### src/rtl/seq_averager.sv
// Signed N-sample averager with round-half-up, block or sliding window, and a
// 1-bit-per-clock restoring divider that produces the exact rounded mean.
//   state   | meaning
//   COLLECT | accepting samples into the window
//   DIV     | WIDTH restoring-divide iterations, then result latch
//   OUT     | result presented until out_ready
module seq_averager #(
  parameter int WIDTH = 6,
  parameter int N     = 9,
  parameter int SLIDE = 0
) (
  input  logic                    clk,
  input  logic                    rst_n,
  input  logic                    flush,
  input  logic                    in_valid,
  output logic                    in_ready,
  input  logic signed [WIDTH-1:0] in_data,
  output logic                    out_valid,
  input  logic                    out_ready,
  output logic signed [WIDTH-1:0] out_data
);
  localparam int SW = WIDTH + $clog2(N);
  localparam int DW = SW + 3;
  localparam int CW = $clog2(N + 1);
  localparam int IW = $clog2(WIDTH + 1);
  // 2*N*2^(WIDTH-1): top divisor alignment and also the offset that makes the numerator non-negative
  localparam logic [DW-1:0] DSH0  = DW'(2 * N * (2 ** (WIDTH - 1)));
  localparam logic [DW-1:0] NUM_K = DW'(N + 2 * N * (2 ** (WIDTH - 1)));

  typedef enum logic [1:0] {COLLECT, DIV, OUT} state_t;

  state_t                  state_q, state_d;
  logic signed [SW-1:0]    sum_q, sum_d, sum_nxt, in_ext, ev_ext;
  logic [CW-1:0]           cnt_q, cnt_d;
  logic [DW-1:0]           rem_q, rem_d, dsh_q, dsh_d, num;
  logic [WIDTH-1:0]        quo_q, quo_d;
  logic [IW-1:0]           iter_q, iter_d;
  logic signed [WIDTH-1:0] res_q, res_d, evict;
  logic                    acc, win_done;

  assign in_ready  = (state_q == COLLECT) && !flush;
  assign acc       = in_valid && in_ready;
  assign win_done  = acc && (cnt_q >= CW'(N - 1));
  assign out_valid = (state_q == OUT);
  assign out_data  = res_q;

  assign in_ext  = {{(SW-WIDTH){in_data[WIDTH-1]}}, in_data};
  assign ev_ext  = {{(SW-WIDTH){evict[WIDTH-1]}}, evict};
  assign sum_nxt = sum_q + in_ext - ev_ext;
  assign num     = {{(DW-SW-1){sum_nxt[SW-1]}}, sum_nxt, 1'b0} + NUM_K;

  if (SLIDE != 0) begin : g_slide
    localparam int PW = $clog2(N);
    logic signed [WIDTH-1:0] win_q [N];
    logic [PW-1:0]           ptr_q;

    always_ff @(posedge clk or negedge rst_n) begin
      if (!rst_n) begin
        ptr_q <= '0;
        for (int i = 0; i < N; i++) win_q[i] <= '0;
      end else if (flush) begin
        ptr_q <= '0;
        for (int i = 0; i < N; i++) win_q[i] <= '0;
      end else if (acc) begin
        win_q[ptr_q] <= in_data;
        ptr_q        <= (ptr_q == PW'(N - 1)) ? '0 : ptr_q + 1'b1;
      end
    end

    // cleared slots read as zero, so eviction is harmless before the window fills
    assign evict = win_q[ptr_q];
  end else begin : g_block
    assign evict = '0;
  end

  always_comb begin
    state_d = state_q;
    sum_d   = sum_q;
    cnt_d   = cnt_q;
    rem_d   = rem_q;
    dsh_d   = dsh_q;
    quo_d   = quo_q;
    iter_d  = iter_q;
    res_d   = res_q;
    if (flush) begin
      state_d = COLLECT;
      sum_d   = '0;
      cnt_d   = '0;
      rem_d   = '0;
      dsh_d   = '0;
      quo_d   = '0;
      iter_d  = '0;
      res_d   = '0;
    end else begin
      case (state_q)
        COLLECT: begin
          if (acc) begin
            if (SLIDE != 0) begin
              sum_d = sum_nxt;
              if (cnt_q != CW'(N)) cnt_d = cnt_q + 1'b1;
            end else begin
              sum_d = win_done ? '0 : sum_nxt;
              cnt_d = win_done ? '0 : cnt_q + 1'b1;
            end
            if (win_done) begin
              state_d = DIV;
              rem_d   = num;
              dsh_d   = DSH0;
              quo_d   = '0;
              iter_d  = IW'(WIDTH);
            end
          end
        end
        DIV: begin
          if (iter_q != '0) begin
            if (rem_q >= dsh_q) begin
              rem_d = rem_q - dsh_q;
              quo_d = {quo_q[WIDTH-2:0], 1'b1};
            end else begin
              quo_d = {quo_q[WIDTH-2:0], 1'b0};
            end
            dsh_d  = dsh_q >> 1;
            iter_d = iter_q - 1'b1;
          end else begin
            // removing the 2^(WIDTH-1) bias is an MSB flip in WIDTH bits
            res_d   = {~quo_q[WIDTH-1], quo_q[WIDTH-2:0]};
            state_d = OUT;
          end
        end
        OUT: begin
          if (out_ready) begin
            res_d   = '0;
            state_d = COLLECT;
          end
        end
        default: state_d = COLLECT;
      endcase
    end
  end

  always_ff @(posedge clk or negedge rst_n) begin
    if (!rst_n) begin
      state_q <= COLLECT;
      sum_q   <= '0;
      cnt_q   <= '0;
      rem_q   <= '0;
      dsh_q   <= '0;
      quo_q   <= '0;
      iter_q  <= '0;
      res_q   <= '0;
    end else begin
      state_q <= state_d;
      sum_q   <= sum_d;
      cnt_q   <= cnt_d;
      rem_q   <= rem_d;
      dsh_q   <= dsh_d;
      quo_q   <= quo_d;
      iter_q  <= iter_d;
      res_q   <= res_d;
    end
  end

endmodule
### config.mk
export PLATFORM = sky130hd
export DESIGN_NAME = seq_averager
export DESIGN_NICKNAME = d
export VERILOG_FILES = /design/src/rtl/seq_averager.sv
export SDC_FILE = /design/constraint.sdc
export NUM_CORES = 1
export LEC_CHECK = 0
export BUFFER_PORTS_ARGS = -buffer_cell sky130_fd_sc_hd__buf_2
export CORE_ASPECT_RATIO = 1.1
export CORE_MARGIN = 10
export CORE_UTILIZATION = 43
export CTS_CLUSTER_DIAMETER = 30
export DETAILED_ROUTE_END_ITERATION = 12
export PLACE_DENSITY_LB_ADDON = 0.05
export SYNTH_ARGS = -nofsm -noshare
export SYNTH_HDL_FRONTEND = slang
export SYNTH_SLANG_ARGS = --single-unit
### constraint.sdc
create_clock -name clk -period 3.11 [get_ports clk]
set_input_delay 0.933 -clock clk [delete_from_list [all_inputs] [get_ports clk]]
set_output_delay 0.933 -clock clk [all_outputs]
set_load 0.005 [all_outputs]
==> results.sh, run 1 <==
export IMPL_final_core_utilization=0.4896
export IMPL_mean_instance_size_in_the_synthesized_netlist_sq_um=9.661
export IMPL_die_w_um=105.2
export IMPL_run_status="finished clean"
export IMPL_clk_lat_worst_skew_ps=310
export IMPL_syn_to_final_growth_pct=11.75
export IMPL_globalRouteOverflowTotal=0
export IMPL_globalRouteMet3Util=0.02933
export IMPL_cts_htree_levels=2
export IMPL_criticalPathCategory="primary input to flop"
export IMPL_drt_vias_per_instance=5.410
export IMPL_post_layout_nonfiller_instances=495
export IMPL_cts_repair_timing_setup_buffer_count=0
export IMPL_worst_ep_arrival_time_ps=3020
export IMPL_cts_max_path_buffers=2
export IMPL_crit_required_ps=3310
export IMPL_largest_net_degree_at_the_start_of_global_routing=30
export IMPL_grt_pass1_vias=2743
export IMPL_worst_pin_slew_ps=645.8
export IMPL_totalWireLength_mm=7.531
export IMPL_relSlewSlack=0.5695
export IMPL_first_iteration_detailed_routing_drc_count=83
export IMPL_grt_setup_unrepaired="no"
export IMPL_post_route_min_period_ps=2818
export IMPL_min_path_type="flop to flop"
export IMPL_synth_seq_cells=54
export IMPL_drive_gt1_frac=0.1680
export IMPL_antenna_cells_inserted=0
export IMPL_start_util=0.4381
export IMPL_post_route_drc_count=0
export IMPL_clock_sinks=54
export IMPL_clk_root_buffer_cell="clkbuf_8"
export IMPL_grt_most_used_layer="met2"
export IMPL_routabilityCongestion=0.8696
export IMPL_vias=2678
export IMPL_cellLeakagePower_nw=1.746
export IMPL_clk_pin_slew_ps=100
export IMPL_gate_count_after_technology_mapping=355
export IMPL_mappedNetlistArea_sq_um=3430
export IMPL_final_setup_tns_ps=0
export IMPL_layout_worst_path_cycle_share=0.9062
export IMPL_crit_path_slowest_cell="fa_1"
export IMPL_die_area_sq_um=11950
export IMPL_crit_family="compound AO/OA/AOI/OAI gates"
export IMPL_final_setup_viol_count=0
export IMPL_total_chip_power_w=0.002186
export IMPL_crit_path_cell_trace="buf_2 > ha_1 > inv_1 > fa_1 > nand2b_1 > a211oi_2 > o21ai_1 > a211o_1 > xnor2_4 > a21oi_2 > xor2_1 > o211ai_2"
export IMPL_die_height_um=113.7
export IMPL_synth_lib_cells_used_distinct=59
export IMPL_synth_async_sr_flop_share=1.000
export IMPL_warnings_from_yosys=0
export IMPL_path_max_fanout=4
export IMPL_grt_use_met1=0.1671
export IMPL_numCtsBuffers=5
export IMPL_slowest_delay_ps=370
export IMPL_post_cts_resized_instances=0
export IMPL_timing_final_hold_violations=0
export IMPL_post_cts_hold_buffer_count=0
export IMPL_place_detailed_hpwl_mm=5.652
export IMPL_core_area_sq_um=7828
export IMPL_global_route_wire_length_before_repair_mm=13.05
export IMPL_maxCapViolations=0
export IMPL_ys_flop_type="dfrtp_1"
export IMPL_design_final_nets=423
export IMPL_global_route_usage_total=0.1304
export IMPL_synth_yosys_seq_area_share=0.3940
export IMPL_worst_setup_path_start_kind="primary input"
export IMPL_synth_enable_flop_cells=0
export IMPL_gr_usage_met2=0.2151
export IMPL_drt_first_pass_iters=4
export IMPL_power_per_cell_area_nw_per_um2=570.5
export IMPL_highest_achievable_clock_rate_mhz=354.8
export IMPL_synth_net_count=392
export IMPL_place_port_buffers=18
export IMPL_clock_skew_ps=11.40
export IMPL_antenna_left=0
export IMPL_setup_worst_path_end_class="flop"
export IMPL_drv_slew=0
export IMPL_power_ir_vdd_worst_mv=0.2023
export IMPL_placed_cells_incl_taps=487
export IMPL_tritoncts="built"
export IMPL_placementRows=34
export IMPL_antenna_found_initial=0
export IMPL_crit_buf_inv=2
export IMPL_detail_route_wl_per_cell_um=15.21
export IMPL_floorplan_io_pins=19
-- synth_stat cells, types with 4 or more instances --
library cell  count  share of area
a21oi_2           6          0.015
a21oi_1          21          0.031
clkbuf_1          6         0.0066
o31ai_2           4          0.015
inv_1            24          0.026
nor2b_1           6          0.011
ha_1             24          0.088
xnor2_1           9          0.023
a21o_1            5          0.011
o21a_1            7          0.015
xor2_1           10          0.026
nand2_1          32          0.035
nor3_1           11          0.016
nand2b_1          6          0.011
a211oi_1          5          0.011
dfrtp_1          54           0.39
o21ai_0          13          0.019
nor2_1           28          0.031
nand3_1           4         0.0058
a22o_1           25          0.064
-- registers in the layout (all words and copies together), names as in the netlist --
signal    cells
state_q       2
dsh_q        10
quo_q         6
cnt_q         4
rem_q        13
iter_q        3
sum_q        10
out_data      6
-- worst reg2reg max path: stages, from the launching register on --
cell	delay, ps
dfrtp_1	420
inv_1	110
ha_1	250
nor2b_1	150
o31ai_2	310
a21oi_2	130
a41oi_2	250
a31o_1	320
buf_4	230
nor2_1	90
a32o_1	220
-- stage by stage --
stage               hold WS [ps]  setup WS (ps)  area [sq um]
global placement           456.6         -30.04          3746
CTS                        478.2          285.5          3832
global route               512.3          124.5          3832
finish                     469.1          291.8          3832
detailed placement         454.8         -48.68          3746
floorplan                  437.8          157.3          3430
-- layout make-up --
class                      instances  area (sq um)
inverter                          24         90.09
clock buffer                       6         72.57
fill                             801          3995
multi-input combinational        264          1924
sequential                        54          1351
clock inverter                     2         13.76
timing repair buffer              37         245.2
tap                              108         135.1
-- cells by family (layout without fill, tap and decap cells) --
group / Yosys count / after routing / share of synthesized area
AOI/OAI and AO/OA: 111 / 111 / 0.2485
xor gates and xnor gates: 20 / 20 / 0.05655
adders and majority gates: 26 / 26 / 0.09923
buffers and inverters: 37 / 69 / 0.04487
DFF: 54 / 54 / 0.3940
muxes: 3 / 3 / 0.009121
and+or+nand+nor: 104 / 104 / 0.1478
-- cells in the final DEF (no fill, tap or decap), types with 5 or more instances in the layout --
cell,n
buf_2,18
o21a_1,7
nor3_1,11
a21o_1,5
xor2_1,10
buf_4,18
a21oi_1,21
nor2b_1,6
nor2_1,28
xnor2_1,9
a21oi_2,6
nand2b_1,6
a22o_1,25
dfrtp_1,54
ha_1,24
a211oi_1,5
clkbuf_8,5
inv_1,24
o21ai_0,13
nand2_1,32
-- power breakdown --
| group | internal [W] | switching, W | total (W) |
|---|---|---|---|
| Combinational | 0.000434 | 0.000531 | 0.000965 |
| Clock | 0.000160 | 0.000238 | 0.000398 |
| Sequential | 0.000768 | 0.0000554 | 0.000823 |
| Total | 0.00136 | 0.000825 | 0.00219 |
-- layer usage --
| layer | vias up | wire, um |
|---|---|---|
| met5 | - | 0 |
| met4 | 0 | 87 |
| met3 | 5 | 246 |
| met2 | 28 | 3447 |
| met1 | 1305 | 3749 |
| li1 | 1340 | - |
-- path summary, 6_finish.rpt --
kind,depth (start not counted),from,slack (ps),to
worst min register to register,1,quo_q[5],470,out_data[5]
worst min-delay path,1,quo_q[5],470,out_data[5]
min in group asynchronous,1,rst_n,630,rem_q[2]
worst max-delay path,12,in_data[0],290,rem_q[10]
worst max register to register,10,dsh_q[1],520,rem_q[6]
max in group asynchronous,2,rst_n,1890,quo_q[0]
Note: power is estimated with default switching activity, not from simulation.
==> run 2, diff against run 1 <==
GPL_TIMING_DRIVEN = 0   (was default)
==> run 2 against run 1 <==
Core utilization is 0.48 points lower. Register-to-register slack lost 50 ps. Non-clock buffer count decreased by 6. Clock power is 12% higher. Critical path depth unchanged. Total power increased by 1.4%. Final area shrank 0.98%. Cell count fell by 1.2%. Die area did not move. Combinational power decreased by 2%. Fmax fell by 5.1%.
==> results.sh, run 2 (synthesis results as in run 1) <==
export IMPL_global_route_wire_length_before_repair_mm=13.36
export IMPL_tritoncts="built"
export IMPL_power_ir_vdd_worst_mv=0.2436
export IMPL_highest_achievable_clock_rate_mhz=336.8
export IMPL_detail_route_wl_per_cell_um=16.01
export IMPL_antenna_cells_inserted=0
export IMPL_setup_ws_ps=140.6
export IMPL_drv_slew=0
export IMPL_cellLeakagePower_nw=1.714
export IMPL_seqPwrFrac=0.370
export IMPL_worst_ep_arrival_time_ps=3170
export IMPL_cts_htree_levels=2
export IMPL_global_route_usage_total=0.1349
export IMPL_run_status="finished clean"
export IMPL_p_sw_w=0.0008297
export IMPL_vias=2661
export IMPL_timing_final_hold_violations=0
export IMPL_top_regs="rem_q (13), dsh_q (10), sum_q (10)"
export IMPL_syn_to_final_growth_pct=10.65
export IMPL_design_final_nets=417
export IMPL_post_route_drc_count=0
export IMPL_first_iteration_detailed_routing_drc_count=132
export IMPL_start_util=0.4381
export IMPL_gr_usage_met2=0.2210
export IMPL_clock_power_share=0.201
export IMPL_combinationalPowerShare=0.428
export IMPL_antenna_left=0
export IMPL_grt_use_met1=0.1785
export IMPL_placed_cells_incl_taps=481
export IMPL_power_per_cell_area_nw_per_um2=583.9
export IMPL_clock_skew_ps=8.204
export IMPL_die_w_um=105.2
export IMPL_path_max_fanout=4
export IMPL_criticalPathCategory="primary input to flop"
export IMPL_core_area_sq_um=7828
export IMPL_worstReg2RegStart="sum_q[0]"
export IMPL_antenna_found_initial=0
export IMPL_globalRouteMet3Util=0.02764
export IMPL_drt_vias_per_instance=5.442
export IMPL_place_port_buffers=18
export IMPL_relSlewSlack=0.1812
export IMPL_numCtsBuffers=5
export IMPL_routabilityCongestion=0.8436
export IMPL_maxCapViolations=0
export IMPL_fin_hold_ws_ps=487.5
export IMPL_globalRouteOverflowTotal=0
export IMPL_crit_start="in_data[0]"
export IMPL_post_layout_nonfiller_instances=489
export IMPL_swShare=0.3744
export IMPL_mostFrequentLayoutCell="dfrtp_1"
export IMPL_die_area_sq_um=11950
export IMPL_clock_sinks=54
export IMPL_total_chip_power_w=0.002216
export IMPL_floorplan_io_pins=19
export IMPL_totalWireLength_mm=7.828
export IMPL_drive_gt1_frac=0.1575
export IMPL_post_cts_hold_buffer_count=0
export IMPL_die_height_um=113.7
export IMPL_min_path_type="flop to flop"
export IMPL_post_route_min_period_ps=2969
export IMPL_cts_max_path_buffers=2
export IMPL_layout_worst_path_cycle_share=0.9548
export IMPL_crit_required_ps=3310
export IMPL_clk_lat_worst_skew_ps=310
export IMPL_clk_root_buffer_cell="clkbuf_8"
export IMPL_setup_worst_path_end_class="flop"
export IMPL_clk_pin_slew_ps=100
export IMPL_place_ws_ps=-429.0
export IMPL_timing_hold_worst_start="rem_q[0]"
export IMPL_layout_cells_most_common_list="dfrtp_1, nand2_1, nor2_1, a22o_1"
export IMPL_register_name_with_the_most_flops="rem_q"
export IMPL_worst_pin_slew_ps=1228
export IMPL_placementRows=34
export IMPL_worst_setup_path_start_kind="primary input"
export IMPL_internal_power_w=0.001386
export IMPL_grt_most_used_layer="met2"
export IMPL_place_detailed_hpwl_mm=5.768
export IMPL_number_of_flip_flops_in_the_largest_register=13
export IMPL_final_setup_viol_count=0
export IMPL_grt_pass1_vias=2676
export IMPL_largest_net_degree_at_the_start_of_global_routing=55
export IMPL_grt_setup_unrepaired="no"
export IMPL_drt_first_pass_iters=4
==> run 2: changes by cell type in the layout (fill, tap and decap cells not counted), sizes merged <==
cell	change
buf	-11
clkbuf	+6
clkinv	-1
==> run 2: timing repair <==
item	CTS	global route
pin swaps	0	2
setup endpoints to repair	1	3
buffers inserted	0	1
resized for setup	2	5
==> run 2: stage by stage <==
step	utilization	TNS [ps]	cell area (sq um)
finish	0.4848	0	3795
detailed placement	0.4669	-1083	3655
floorplan	-	0	3430
global placement	0.4669	-930.9	3655
global route	0.4848	0	3795
CTS	0.4802	0	3759
==> run 2: path summary, 6_finish.rpt <==
check / depth (start not counted) / slack [ps] / to
setup / recovery: 12 / 140 / rem_q[10]
hold / removal: 1 / 490 / rem_q[0]
setup reg to reg: 11 / 470 / rem_q[10]
hold reg to reg: 1 / 490 / rem_q[0]
max in group asynchronous: 1 / 1490 / dsh_q[1]
min in group asynchronous: 1 / 850 / sum_q[4]
==> run 2: critical path, cell delays in order <==
cell and delay [ps]:
buf_2 80, ha_1 170, inv_1 60, fa_1 400, nand2b_4 160, a211oi_2 280
o21ai_2 100, a211o_1 370, xnor2_4 170, a21oi_2 160, xor2_2 200, o211ai_2 90
==> run 2: layout make-up <==
class,count,area (sq um)
Tap cell,108,135.1
Inverter,24,90.09
Fill cell,803,4033
Clock inverter,1,8.758
Buffer,12,62.56
Clock buffer,7,96.34
Sequential cell,54,1351
Timing Repair Buffer,19,97.59
Multi-Input combinational cell,264,1953
==> run 2: metal layers <==
layer,vias up,part of all wire
met5,-,0
met4,0,0.0092
met3,5,0.034
met2,38,0.47
met1,1299,0.49
li1,1319,-
==> run 2: power groups by stage <==
stage               combinational [W]  sequential, W  clock, W
global route                  0.00107       0.000832  0.000479
floorplan                    0.000753       0.000818         0
global placement             0.000922       0.000834         0
CTS                          0.000938       0.000822  0.000458
detailed placement           0.000929       0.000835         0
finish                       0.000949       0.000821  0.000446
